<file path="config.mk">
export PLATFORM = sky130hd
export DESIGN_NAME = aq_axi_sdma64_wr_master
export DESIGN_NICKNAME = d
export VERILOG_FILES = /design/src/rtl/aq_axi_sdma64_pkg.sv /design/src/rtl/aq_axi_sdma64_wr_master.sv
export SDC_FILE = /design/constraint.sdc
export NUM_CORES = 1
export LEC_CHECK = 0
export ABC_AREA = 1
export CORE_AREA = 3 3 138 127
export CTS_CLUSTER_SIZE = 14
export DETAILED_ROUTE_END_ITERATION = 8
export DIE_AREA = 0 0 141 130
export DONT_BUFFER_PORTS = 1
export PLACE_DENSITY = 0.65
export SYNTH_ARGS = -nofsm -noshare
export SYNTH_HDL_FRONTEND = slang
export SYNTH_SLANG_ARGS = --single-unit
</file>
<file path="constraint.sdc">
create_clock -name ACLK -period 12.9 [get_ports ACLK]
set_input_delay 2.58 -clock ACLK [delete_from_list [all_inputs] [get_ports ACLK]]
set_output_delay 2.58 -clock ACLK [all_outputs]
set_load 0.02 [all_outputs]
</file>
<file path="src/rtl/aq_axi_sdma64_pkg.sv">
// Shared constants for the 64-bit AXI write DMA master: FSM encodings,
// fixed AXI attributes and the burst-length rule.
package aq_axi_sdma64_pkg;

  localparam logic [1:0] S_IDLE = 2'd0;
  localparam logic [1:0] S_ADDR = 2'd1;
  localparam logic [1:0] S_DATA = 2'd2;
  localparam logic [1:0] S_RESP = 2'd3;

  localparam logic [2:0] SIZE_64       = 3'b011;
  localparam logic [1:0] BURST_INCR    = 2'b01;
  localparam logic [3:0] CACHE_DEFAULT = 4'b0011;
  localparam logic [2:0] PROT_DEFAULT  = 3'b000;
  localparam logic [1:0] RESP_OKAY     = 2'b00;

  localparam int unsigned PAGE_4K    = 4096;
  localparam int unsigned BEAT_BYTES = 8;

  // AWLEN for the next burst: the smallest of the burst cap, the beats left
  // and the beats up to the next 4 KB page. Caller guarantees remaining > 0.
  function automatic logic [7:0] calc_awlen(
    input logic [8:0]  page_word,
    input logic [28:0] remaining,
    input int unsigned max_burst
  );
    int unsigned beats;
    int unsigned to_page;
    to_page = (PAGE_4K / BEAT_BYTES) - 32'(page_word);
    beats   = 32'(remaining);
    if (beats > max_burst) beats = max_burst;
    if (beats > to_page) beats = to_page;
    return 8'(beats - 1);
  endfunction

endpackage

</file>
<file path="src/rtl/aq_axi_sdma64_wr_master.sv">
// AXI4 write master: streams a byte range from a FWFT FIFO as 64-bit INCR
// bursts, one burst outstanding at a time, never crossing a 4 KB page.
module aq_axi_sdma64_wr_master
  import aq_axi_sdma64_pkg::*;
#(
  parameter int unsigned MAX_BURST = 16
) (
  input  logic        ACLK,
  input  logic        ARESET,
  input  logic        WR_START,
  input  logic [31:0] WR_ADRS,
  input  logic [31:0] WR_COUNT,
  output logic        WR_READY,
  output logic        WR_INT,
  output logic        WR_ERR,
  input  logic [63:0] FIFO_DATA,
  input  logic        FIFO_EMPTY,
  output logic        FIFO_RDEN,
  output logic [31:0] M_AXI_AWADDR,
  output logic [7:0]  M_AXI_AWLEN,
  output logic [2:0]  M_AXI_AWSIZE,
  output logic [1:0]  M_AXI_AWBURST,
  output logic [3:0]  M_AXI_AWCACHE,
  output logic [2:0]  M_AXI_AWPROT,
  output logic        M_AXI_AWVALID,
  input  logic        M_AXI_AWREADY,
  output logic [63:0] M_AXI_WDATA,
  output logic [7:0]  M_AXI_WSTRB,
  output logic        M_AXI_WLAST,
  output logic        M_AXI_WVALID,
  input  logic        M_AXI_WREADY,
  input  logic [1:0]  M_AXI_BRESP,
  input  logic        M_AXI_BVALID,
  output logic        M_AXI_BREADY
);

  logic [1:0]  r_state;
  logic [31:0] r_addr;
  logic [28:0] r_remain;
  logic [7:0]  r_awlen;
  logic [7:0]  r_beat_cnt;
  logic        r_int;
  logic        r_err;

  logic        w_in_data;
  logic        w_wvalid;
  logic        w_wlast;
  logic        w_whandshake;
  logic [8:0]  w_burst;
  logic [31:0] w_next_addr;
  logic [28:0] w_next_remain;
  logic        w_unused;

  // Byte offsets below the 64-bit word are discarded on start.
  assign w_unused = ^{WR_ADRS[2:0], WR_COUNT[2:0]};

  assign w_in_data     = (r_state == S_DATA);
  assign w_wvalid      = w_in_data && !FIFO_EMPTY;
  assign w_wlast       = w_in_data && (r_beat_cnt == r_awlen);
  assign w_whandshake  = w_wvalid && M_AXI_WREADY;
  assign w_burst       = {1'b0, r_awlen} + 9'd1;
  assign w_next_addr   = r_addr + {20'd0, w_burst, 3'd0};
  assign w_next_remain = r_remain - {20'd0, w_burst};

  always_ff @(posedge ACLK) begin
    if (ARESET) begin
      r_state    <= S_IDLE;
      r_addr     <= '0;
      r_remain   <= '0;
      r_awlen    <= '0;
      r_beat_cnt <= '0;
      r_int      <= 1'b0;
      r_err      <= 1'b0;
    end else begin
      r_int <= 1'b0;
      case (r_state)
        S_IDLE: begin
          if (WR_START) begin
            r_err      <= 1'b0;
            r_addr     <= {WR_ADRS[31:3], 3'b000};
            r_remain   <= WR_COUNT[31:3];
            r_beat_cnt <= '0;
            // A sub-word count completes immediately without touching the bus.
            if (WR_COUNT[31:3] == '0) begin
              r_int <= 1'b1;
            end else begin
              r_awlen <= calc_awlen(WR_ADRS[11:3], WR_COUNT[31:3], MAX_BURST);
              r_state <= S_ADDR;
            end
          end
        end
        S_ADDR: begin
          if (M_AXI_AWREADY) r_state <= S_DATA;
        end
        S_DATA: begin
          if (w_whandshake) begin
            if (w_wlast) begin
              r_beat_cnt <= '0;
              r_state    <= S_RESP;
            end else begin
              r_beat_cnt <= r_beat_cnt + 8'd1;
            end
          end
        end
        S_RESP: begin
          if (M_AXI_BVALID) begin
            if (M_AXI_BRESP != RESP_OKAY) r_err <= 1'b1;
            r_addr   <= w_next_addr;
            r_remain <= w_next_remain;
            if (w_next_remain != '0) begin
              r_awlen <= calc_awlen(w_next_addr[11:3], w_next_remain, MAX_BURST);
              r_state <= S_ADDR;
            end else begin
              r_int   <= 1'b1;
              r_state <= S_IDLE;
            end
          end
        end
        default: r_state <= S_IDLE;
      endcase
    end
  end

  assign WR_READY      = (r_state == S_IDLE);
  assign WR_INT        = r_int;
  assign WR_ERR        = r_err;
  assign FIFO_RDEN     = w_whandshake;

  assign M_AXI_AWADDR  = r_addr;
  assign M_AXI_AWLEN   = r_awlen;
  assign M_AXI_AWSIZE  = SIZE_64;
  assign M_AXI_AWBURST = BURST_INCR;
  assign M_AXI_AWCACHE = CACHE_DEFAULT;
  assign M_AXI_AWPROT  = PROT_DEFAULT;
  assign M_AXI_AWVALID = (r_state == S_ADDR);

  assign M_AXI_WDATA   = w_in_data ? FIFO_DATA : 64'd0;
  assign M_AXI_WSTRB   = 8'hFF;
  assign M_AXI_WLAST   = w_wlast;
  assign M_AXI_WVALID  = w_wvalid;

  assign M_AXI_BREADY  = (r_state == S_RESP);

endmodule
</file>
==> run summary <==
RUN STATUS
------------------------------------------------------------------------------------------------------
Outcome ................................................................................. finished clean

CRITICAL PATH
------------------------------------------------------------------------------------------------------
Type of element launching the critical path .............................................         flop
Data required time at the worst endpoint ................................................     13150 ps
Crit path capture type ..................................................................         flop
Max Fanout on Critical Path .............................................................           11
Critical Path AT ........................................................................      6650 ps
CP Class ................................................................................      reg2reg
Critical path's largest stage delay .....................................................       630 ps
Highest-delay cell along the critical path ..............................................      o31ai_1
Top cell by count, worst path ...........................................................      nand2_1

RUN
------------------------------------------------------------------------------------------------------
Max-Cap Viols ...........................................................................            0

PWR
------------------------------------------------------------------------------------------------------
Pleak ...................................................................................      4.39 nW
Portion of total power attributed to combinational logic ................................        69.6%
Internal Dissipation ....................................................................      1.02 mW
Clock share of power ....................................................................        11.3%
Total power per unit cell area ..........................................................  299 nW/um^2
Peak ir drop on the vdd network .........................................................     0.116 mV
Switch Pwr ..............................................................................      1.48 mW
Fraction of power spent switching nets ..................................................        59.2%
Sequential cell fraction of total power .................................................        19.1%

LOGIC SYNTHESIS
------------------------------------------------------------------------------------------------------
EDFF count, synth .......................................................................            0
Most numerous cell in the Yosys netlist .................................................      nand2_1
Synthesized cell area ...................................................................    8000 um^2
Top cells by count, synth ............................................................... nand2_1 (380), inv_1 (220), nor2_1 (132)
Register area share after synthesis .....................................................        19.5%
Post-synthesis cell count ...............................................................         1378
Commonest register cell after synthesis .................................................      dfxtp_1
Mean area per synthesized cell ..........................................................    5.81 um^2
Async set or reset register ratio after synthesis .......................................           0%
Synth area leader .......................................................................      dfxtp_1
Top area cells in the synthesized netlist ............................................... dfxtp_1 (20%), nand2_1 (18%), inv_1 (10%)
Number of distinct standard cells referenced by the synthesized netlist .................           50
Synth top area share ....................................................................        19.5%
Count of synthesis-stage warnings from yosys ............................................            0
Synthesis-stage register bit count ......................................................           78

FLOORPLANNING
------------------------------------------------------------------------------------------------------
Chip height .............................................................................       130 um
Initial Util ............................................................................        49.6%
Die Width ...............................................................................       141 um
Die footprint ...........................................................................   18300 um^2
Placement row count .....................................................................           44
Core footprint ..........................................................................   16100 um^2
Num ports ...............................................................................          269

ROUTING
------------------------------------------------------------------------------------------------------
Drt drc .................................................................................            0
Starting DRT DRC Count ..................................................................          727
Number of nets still failing antenna checks after routing ...............................            0
Vias ....................................................................................         8331
Final WL ................................................................................      25.3 mm
Number of detailed-route iterations in the first pass ...................................            5
Routed WL per cell ......................................................................      16.1 um
Average via count per standard cell .....................................................         5.31

CLOCKING
------------------------------------------------------------------------------------------------------
CTS sink count ..........................................................................           78
Clock Tree Buf Depth ....................................................................            2
CTS H-Tree Depth ........................................................................            3
Clock latency on the worst-skew pair ....................................................       350 ps
Hold bufs inserted after CTS ............................................................            0
CTS buffer count ........................................................................            9
Buffer type at the clock tree root ......................................................    clkbuf_16
# Post-CTS Setup Buffers ................................................................            0
CTS tree ................................................................................          yes
Post-cts gate resize count ..............................................................            0
Clock transition at the register clock pins on the worst setup and hold paths after CTS .        70 ps

TIMING
------------------------------------------------------------------------------------------------------
Post-Route Hold Slack ...................................................................       479 ps
Unrepaired setup endpoints after global routing .........................................        false
Post-Route Skew .........................................................................      8.81 ps
Share of the clock period used by the worst path ........................................        49.6%
Final setup vio count ...................................................................            0
Sum of negative setup slack .............................................................         0 ps
Worst relative slew slack ...............................................................        23.7%
Min Clock Period, post-route ............................................................      6400 ps
Hold Fails Final Rpt ....................................................................            0
Highest achievable clock rate ...........................................................      156 MHz
Slew @ Worst Pin ........................................................................      1140 ps
Final Max Tran Viols ....................................................................            0

WORST HOLD PATH
------------------------------------------------------------------------------------------------------
Path category of the worst min-delay check ..............................................      reg2reg

GRT
------------------------------------------------------------------------------------------------------
Busiest metal layer after global routing ................................................         met2
Global routing met2 resource utilization ................................................        43.0%
Vias in the first global route ..........................................................         7261
First-pass GRT wire length ..............................................................      38.5 mm
Overflow left after global routing ......................................................            0
Overall fraction of global-route tracks in use ..........................................        26.4%
Met1 usage in global routing ............................................................        35.6%
Largest net degree at the start of global routing .......................................           83
Global-route track usage on met3 ........................................................        6.23%
Initial antenna violation count .........................................................            3

CELLS AND AREA
------------------------------------------------------------------------------------------------------
Number of nets in the final layout ......................................................         1544
Ratio of cells with drive above 1 in the final layout ...................................        5.44%
Post-synthesis to final-layout area growth ..............................................        4.83%
Share of the core filled with cells in the final layout .................................        52.0%

PLACED DESIGN
------------------------------------------------------------------------------------------------------
HPWL reported at the end of detailed placement ..........................................      19.7 mm
Buffers on Ports ........................................................................            0
Placer congestion estimate ..............................................................        0.954

power groups by stage:
stage / sequential [mW] / clock (mW) / combinational, mW
3_5_place_dp: 0.485 / 0 / 1.71
3_3_place_gp: 0.484 / 0 / 1.70
2_1_floorplan: 0.451 / 0 / 1.38
4_1_cts: 0.480 / 0.287 / 1.72
6_report: 0.479 / 0.283 / 1.74
5_1_grt: 0.495 / 0.296 / 1.96
layout make-up:
class | count | area (um^2)
fill | 1745 | 7740
tap | 207 | 259
timing repair buffer | 3 | 22.5
antenna | 1 | 2.50
sequential | 78 | 1560
inverter | 239 | 897
clock inverter | 4 | 72.6
clock buffer | 10 | 239
multi-input combinational | 1027 | 5330
layer usage:
metal,wire (um),share of wire [%]
met1,11400,45
met2,11600,46
met3,1870,7.4
met4,412,1.6
met5,23,0.091
per-stage QoR:
stage / std cells / worst slack (ps) / power (mW) / area, um^2
6_report: 1569 / 6500 / 2.51 / 8390
5_1_grt: 1569 / 5890 / 2.76 / 8390
4_1_cts: 1568 / 6590 / 2.49 / 8380
3_5_place_dp: 1554 / 6440 / 2.19 / 8070
3_3_place_gp: 1554 / 6460 / 2.18 / 8070
2_1_floorplan: 1409 / 7110 / 1.83 / 8120
cell usage in the layout (no fill, tap or decap), types with 4 or more instances in the layout:
| master | instances |
|---|---|
| a21oi_1 | 107 |
| nor4_1 | 6 |
| inv_2 | 18 |
| nand3_1 | 68 |
| nor2_2 | 7 |
| a211oi_1 | 4 |
| o21ai_0 | 62 |
| clkbuf_16 | 9 |
| o211ai_1 | 19 |
| dfxtp_1 | 78 |
| nand2_1 | 380 |
| o21ai_1 | 5 |
| nand2_2 | 8 |
| nand4_1 | 32 |
| conb_1 | 33 |
| xnor2_1 | 16 |
| a31oi_1 | 6 |
| nor2_4 | 4 |
| nor2_1 | 132 |
| nand3_2 | 6 |
| nor3_1 | 17 |
| ha_1 | 45 |
| a221oi_1 | 7 |
| inv_1 | 219 |
| xor2_1 | 30 |
critical path: cells and delay by family, from the launching register on:
family / cells / cell delay (ps)
adder cells (fa/ha/maj): 3 / 900
flip-flops: 1 / 510
AO/OA/AOI/OAI: 3 / 1030
AND/OR/NAND/NOR: 23 / 3330
buffers and inverters: 5 / 510
path summary, 6_finish.rpt:
| path | startpoint | to | slack (ps) | cells after the start |
|---|---|---|---|---|
| min reg2reg | r_remain[26] | r_remain[26] | 480 | 2 |
| max reg2reg | M_AXI_AWLEN[1] | M_AXI_AWLEN[7] | 6500 | 34 |
| min | r_remain[26] | r_remain[26] | 480 | 2 |
| max | M_AXI_AWLEN[1] | M_AXI_AWLEN[7] | 6500 | 34 |
kinds of logic after synthesis:
family / Yosys count / synth area share [%]
and+or+nand+nor: 674 / 36.3
buffers and inverters: 304 / 15.5
AOI/OAI and AO/OA: 225 / 15.7
DFF: 78 / 19.5
adders and majority gates: 49 / 7.85
xor gates and xnor gates: 46 / 5.04
other: 2 / 0.0939
registers in the layout, indices dropped and copies added (netlist names):
name and count:
M_AXI_AWADDR 29, r_state 2, WR_INT 1, r_beat_cnt 8
M_AXI_AWLEN 8, r_remain 29, WR_ERR 1
(Power assumes the default switching activity.)
